File: src/rtl/alu_arbiter.sv
// Round-robin arbiter sharing one combinational ALU between NUM_REQ requesters.
// The granted result is captured in a single back-pressured response register, tagged with the requester index.
module alu_arbiter #(
    parameter int NUM_REQ    = 4,
    parameter int DATA_WIDTH = 32,
    parameter int CTRL_WIDTH = 4,
    parameter int ID_WIDTH   = $clog2(NUM_REQ)
) (
    input  logic                           clk,
    input  logic                           rst_n,
    input  logic [NUM_REQ-1:0]             req_valid,
    output logic [NUM_REQ-1:0]             req_ready,
    input  logic [NUM_REQ*DATA_WIDTH-1:0]  req_op1,
    input  logic [NUM_REQ*DATA_WIDTH-1:0]  req_op2,
    input  logic [NUM_REQ*CTRL_WIDTH-1:0]  req_ctrl,
    output logic [DATA_WIDTH-1:0]          alu_op1,
    output logic [DATA_WIDTH-1:0]          alu_op2,
    output logic [CTRL_WIDTH-1:0]          alu_ctrl,
    input  logic [DATA_WIDTH-1:0]          alu_result,
    input  logic                           alu_eq,
    output logic                           rsp_valid,
    input  logic                           rsp_ready,
    output logic [ID_WIDTH-1:0]            rsp_id,
    output logic [DATA_WIDTH-1:0]          rsp_result,
    output logic                           rsp_eq
);

    typedef enum logic [0:0] {
        ST_EMPTY = 1'b0,
        ST_FULL  = 1'b1
    } state_t;

    state_t                  state_r;
    state_t                  state_next_s;
    logic [ID_WIDTH-1:0]     rr_ptr_r;
    logic [ID_WIDTH-1:0]     grant_idx_s;
    logic                    found_s;
    logic                    can_issue_s;
    logic                    grant_s;
    logic [DATA_WIDTH-1:0]   rsp_result_r;
    logic                    rsp_eq_r;
    logic [ID_WIDTH-1:0]     rsp_id_r;

    // Index arithmetic modulo NUM_REQ; works for non-power-of-two requester counts too.
    function automatic logic [ID_WIDTH-1:0] wrap_add(input logic [ID_WIDTH-1:0] base, input int step);
        int sum_v;
        sum_v = int'(base) + step;
        return ID_WIDTH'(sum_v % NUM_REQ);
    endfunction

    // Round-robin search: scanning offsets from farthest to nearest lets the nearest valid requester win.
    always_comb begin
        found_s     = 1'b0;
        grant_idx_s = {ID_WIDTH{1'b0}};
        for (int k = NUM_REQ - 1; k >= 0; k--) begin
            found_s     = found_s | req_valid[wrap_add(rr_ptr_r, k)];
            grant_idx_s = req_valid[wrap_add(rr_ptr_r, k)] ? wrap_add(rr_ptr_r, k) : grant_idx_s;
        end
    end

    assign can_issue_s = rst_n & ((state_r == ST_EMPTY) | rsp_ready);
    assign grant_s     = can_issue_s & found_s;

    // One-hot grant and ALU operand mux; zeros when nothing is granted.
    always_comb begin
        req_ready = {NUM_REQ{1'b0}};
        for (int i = 0; i < NUM_REQ; i++) begin
            req_ready[i] = grant_s & (grant_idx_s == ID_WIDTH'(i));
        end
        if (grant_s) begin
            alu_op1  = req_op1[grant_idx_s*DATA_WIDTH +: DATA_WIDTH];
            alu_op2  = req_op2[grant_idx_s*DATA_WIDTH +: DATA_WIDTH];
            alu_ctrl = req_ctrl[grant_idx_s*CTRL_WIDTH +: CTRL_WIDTH];
        end else begin
            alu_op1  = {DATA_WIDTH{1'b0}};
            alu_op2  = {DATA_WIDTH{1'b0}};
            alu_ctrl = {CTRL_WIDTH{1'b0}};
        end
    end

    // Response-slot next state: a push keeps it full, a pop without push empties it.
    always_comb begin
        state_next_s = state_r;
        case (state_r)
            ST_EMPTY: state_next_s = grant_s ? ST_FULL : ST_EMPTY;
            ST_FULL:  state_next_s = (grant_s | ~rsp_ready) ? ST_FULL : ST_EMPTY;
            default:  state_next_s = ST_EMPTY;
        endcase
    end

    // State register.
    always_ff @(posedge clk) begin
        if (!rst_n) begin
            state_r <= ST_EMPTY;
        end else begin
            state_r <= state_next_s;
        end
    end

    // Response payload and round-robin pointer; both move only on a transfer.
    always_ff @(posedge clk) begin
        if (!rst_n) begin
            rsp_result_r <= {DATA_WIDTH{1'b0}};
            rsp_eq_r     <= 1'b0;
            rsp_id_r     <= {ID_WIDTH{1'b0}};
            rr_ptr_r     <= {ID_WIDTH{1'b0}};
        end else if (grant_s) begin
            rsp_result_r <= alu_result;
            rsp_eq_r     <= alu_eq;
            rsp_id_r     <= grant_idx_s;
            rr_ptr_r     <= wrap_add(grant_idx_s, 1);
        end else begin
            rsp_result_r <= rsp_result_r;
            rsp_eq_r     <= rsp_eq_r;
            rsp_id_r     <= rsp_id_r;
            rr_ptr_r     <= rr_ptr_r;
        end
    end

    assign rsp_valid  = (state_r == ST_FULL);
    assign rsp_id     = rsp_id_r;
    assign rsp_result = rsp_result_r;
    assign rsp_eq     = rsp_eq_r;

endmodule

File: config.mk
export PLATFORM = sky130hd
export DESIGN_NAME = alu_arbiter
export DESIGN_NICKNAME = d
export VERILOG_FILES = /design/src/rtl/alu_arbiter.sv
export SDC_FILE = /design/constraint.sdc
export NUM_CORES = 1
export LEC_CHECK = 0
export CAP_MARGIN = 5
export CORE_AREA = 2 2 165 167
export CTS_CLUSTER_DIAMETER = 30
export DETAILED_ROUTE_END_ITERATION = 6
export DIE_AREA = 0 0 167 169
export GPL_ROUTABILITY_DRIVEN = 0
export PLACE_DENSITY = 0.51
export SLEW_MARGIN = 10
export SYNTH_ARGS = -nofsm -noshare
export SYNTH_HDL_FRONTEND = slang
export SYNTH_SLANG_ARGS = --single-unit
File: constraint.sdc
create_clock -name clk -period 1.9 [get_ports clk]
set_input_delay 0.19 -clock clk [delete_from_list [all_inputs] [get_ports clk]]
set_output_delay 0.19 -clock clk [all_outputs]
set_load 0.05 [all_outputs]
==> results <==
==> placed cells by master (no fill, tap or decap), types with 2 or more instances in the layout <==
master | netlist | layout
dfxtp_1 | 38 | 36
clkdlybuf4s50_1 | 0 | 343
clkbuf_16 | 0 | 5
o22ai_4 | 0 | 4
buf_6 | 6 | 11
dfxtp_4 | 0 | 2
buf_12 | 0 | 97
buf_8 | 0 | 3
buf_16 | 0 | 9
mux2i_4 | 0 | 26
mux2i_2 | 0 | 50
buf_4 | 12 | 20
ha_4 | 0 | 2
inv_1 | 4 | 2
mux2i_1 | 136 | 60
bufbuf_16 | 0 | 2
dlygate4sd2_1 | 0 | 4
o22ai_2 | 1 | 65
nand2_8 | 0 | 2
nor2b_1 | 4 | 3
and2_4 | 0 | 4
nand2_1 | 69 | 69
nand3_1 | 37 | 37
o21ai_0 | 2 | 2
==> metal layers <==
| layer | global-route usage [%] | routed length, um | vias to the layer above | share of wire (%) |
|---|---|---|---|---|
| li1 | - | - | 2474 | - |
| met1 | 16.1 | 8470 | 2406 | 37 |
| met2 | 28.5 | 12200 | 244 | 54 |
| met3 | 3.58 | 1510 | 26 | 6.7 |
| met4 | 3.67 | 498 | 0 | 2.2 |
| met5 | 0 | 0 | - | 0 |
==> registers in the layout, summed over array words and instances, names as in the netlist <==
signal      flops
rr_ptr_r        2
rsp_eq          1
rsp_id          2
rsp_result     32
rsp_valid       1
==> worst paths after layout <==
kind,to,slack [ns],cells after the start
max reg2reg,rr_ptr_r[0],0.06,11
min,rsp_result[29],0.44,3
max,alu_op1[22],-0.43,10
min reg2reg,rsp_result[18],0.45,2
==> cell families after synthesis <==
kind of cell    count (synthesis)  synth area share, %
flops                          38                 21.9
mux                           136                 39.2
simple gates                  120                 15.4
fa+ha+maj                       4                 1.44
compound gates                 77                 14.1
buf+inv                        45                 7.99
==> timing repair <==
action                     in CTS  in global routing
gates resized for setup       128                 83
setup endpoints to repair      72                 72
gates cloned                   14                  0
buffers inserted               20                  4
pin swaps                      44                 13
==> per-stage QoR <==
step / total power, mW / instances / hold WS (ns)
final: 7.72 / 1218 / 0.440
after global routing: 8.03 / 1218 / 0.451
after CTS: 7.56 / 1219 / 0.439
after detailed placement: 5.65 / 1180 / 0.444
after global placement: 5.64 / 1180 / 0.442
after floorplan: 3.32 / 420 / 0.289
==> power breakdown <==
group          switching, mW  leakage, nW  internal, mW
registers             0.0474        0.318         0.879
logic                   2.73         4.00          3.21
clock network          0.320       0.0739         0.520
total                   3.10         4.39          4.61
==> area by class of cell <==
type	instances	area, um2
Sequential cell	38	768
Inverter	4	22.5
Antenna cell	1	2.50
Timing Repair Buffer	489	6040
Fill cell	2544	15600
Multi-Input combinational cell	337	3500
Clock inverter	1	5.00
Tap cell	341	427
Clock buffer	7	143
==> worst min-delay path, cell delays in order <==
cell	delay, ns
clkdlybuf4s50_1	0.39
nand2_1	0.05
nand2_1	0.04
==> results.py <==
metrics = {
    "clocking": {
        "cts_max_level": 2,
        "cts_hold_buf": 0,
        "clk_path_buf_depth": 2,
        "cts_tree": "done",
        "clkSlewWorstSetupHoldPaths_ns": 0.06,
        "cts-root-buf": "clkbuf_16",
        "cts_sinks": 38,
        "worst_skew_pair.late_latency_ns": 0.28,
        "cts_buffers": 5,
    },
    "logic_synthesis": {
        "synthCells": 420,
        "syn-cell-area_um2": 3480,
        "synthArstFlopShare_pct": 0,
        "ys.flop_type": "dfxtp_1",
        "ys_seq_area_share_pct": 21.9,
        "syn_avg_cell_area_um2": 8.28,
        "yosysTopAreaCellShare_pct": 39.2,
        "ys_top_cells_by_count": "mux2i_1 (136), nand2_1 (69), o22ai_1 (68)",
        "synth-edff-count": 0,
        "synth_cell_type_count": 26,
        "synth_nets": 736,
        "yosys_warnings": 0,
        "synth_area_leaders": "mux2i_1 (39%), dfxtp_1 (22%), o22ai_1 (12%)",
        "synth_top_area_cell": "mux2i_1",
        "ys_ff_latch": 38,
        "yosysMostFrequentCell": "mux2i_1",
    },
    "worst_setup_path": {
        "critPathLaunch": "rr_ptr_r[0]",
        "crit_slowest_cell": "dfxtp_4",
        "cp.required_ns": 1.71,
        "crit_type": "reg2out",
        "regToRegStartpoint": "rr_ptr_r[0]",
        "arrival_ns": 2.14,
        "max_stage_delay_ns": 0.36,
        "worstPathMaxFanout": 8,
        "worst_setup_path_end_kind": "output pin",
        "cpMostUsedCell": "buf_12",
        "crit_path_start_kind": "flip-flop",
        "path_buf_inv": 6,
        "crit_path_cell_trace": "o221a_1, o22ai_4, buf_12, buf_12, buf_16, buf_6, mux2i_1, buf_4, o22ai_4, buf_12",
        "cp_top_family": "buffers and inverters",
    },
    "floorplanning": {
        "rows": 60,
        "die-area_um2": 28200,
        "die_h_um": 169,
        "coreArea_um2": 26500,
        "io_pins": 420,
        "die_w_um": 167,
        "initial_core_util_pct": 13.1,
    },
    "routing": {
        "drc": 0,
        "routed-via-count": 5150,
        "vias_per_cell": 4.23,
        "wl_per_cell_um": 18.6,
        "totalWireLength_um": 22600,
        "drtIter0Drc": 204,
        "drt_pass1_iterations": 4,
        "antenna_left": 0,
    },
    "sta": {
        "rsz0062_at_grt": "yes",
        "slew_headroom_pct": 61.8,
        "clock_skew_ns": 0.00319,
        "hold_viol": 0,
        "worst_pin_slew_ns": 0.572,
        "setup_slack_ns": -0.432,
        "drv_slew": 0,
        "fmax_ghz": 0.429,
        "timing.final.crit_share_pct": 123,
        "fin_crit_ns": 2.33,
        "finalSetupViolCount": 72,
        "fin_tns_setup_ns": -24.75,
    },
    "min_path": {
        "hold_path.class": "in2reg",
        "worstHoldStart": "alu_result[29]",
    },
    "placed_design": {
        "dp_hpwl_um": 16700,
        "place_area_um2": 9280,
        "port_buffers": 419,
        "pre_cts_slack_ns": -0.699,
    },
    "layout": {
        "final_cell_area_um2": 10900,
        "nNetsFinal": 1191,
        "final_util_pct": 41.2,
        "syn2layout_area_growth_pct": 214,
        "drive_gt1_share_pct": 35.6,
    },
    "run_status": {
        "outcome": "finished with violations",
        "violations": "negative setup slack",
    },
    "power_and_ir_drop": {
        "ir_drop_mv": 0.372,
        "power_density_nw_per_um2": 707,
        "p_leak_nw": 4.39,
    },
    "grt": {
        "grt_pass1_wl_um": 32300,
        "grt_max_degree": 41,
        "track_usage_pct": 14.8,
        "antenna_found_initial": 1,
        "grt_pass1_vias": 5411,
        "grt_overflow": 0,
    },
    "flow_run": {
        "max_cap_viol_count": 0,
    },
}
Note: power is estimated with default switching activity, not from simulation.
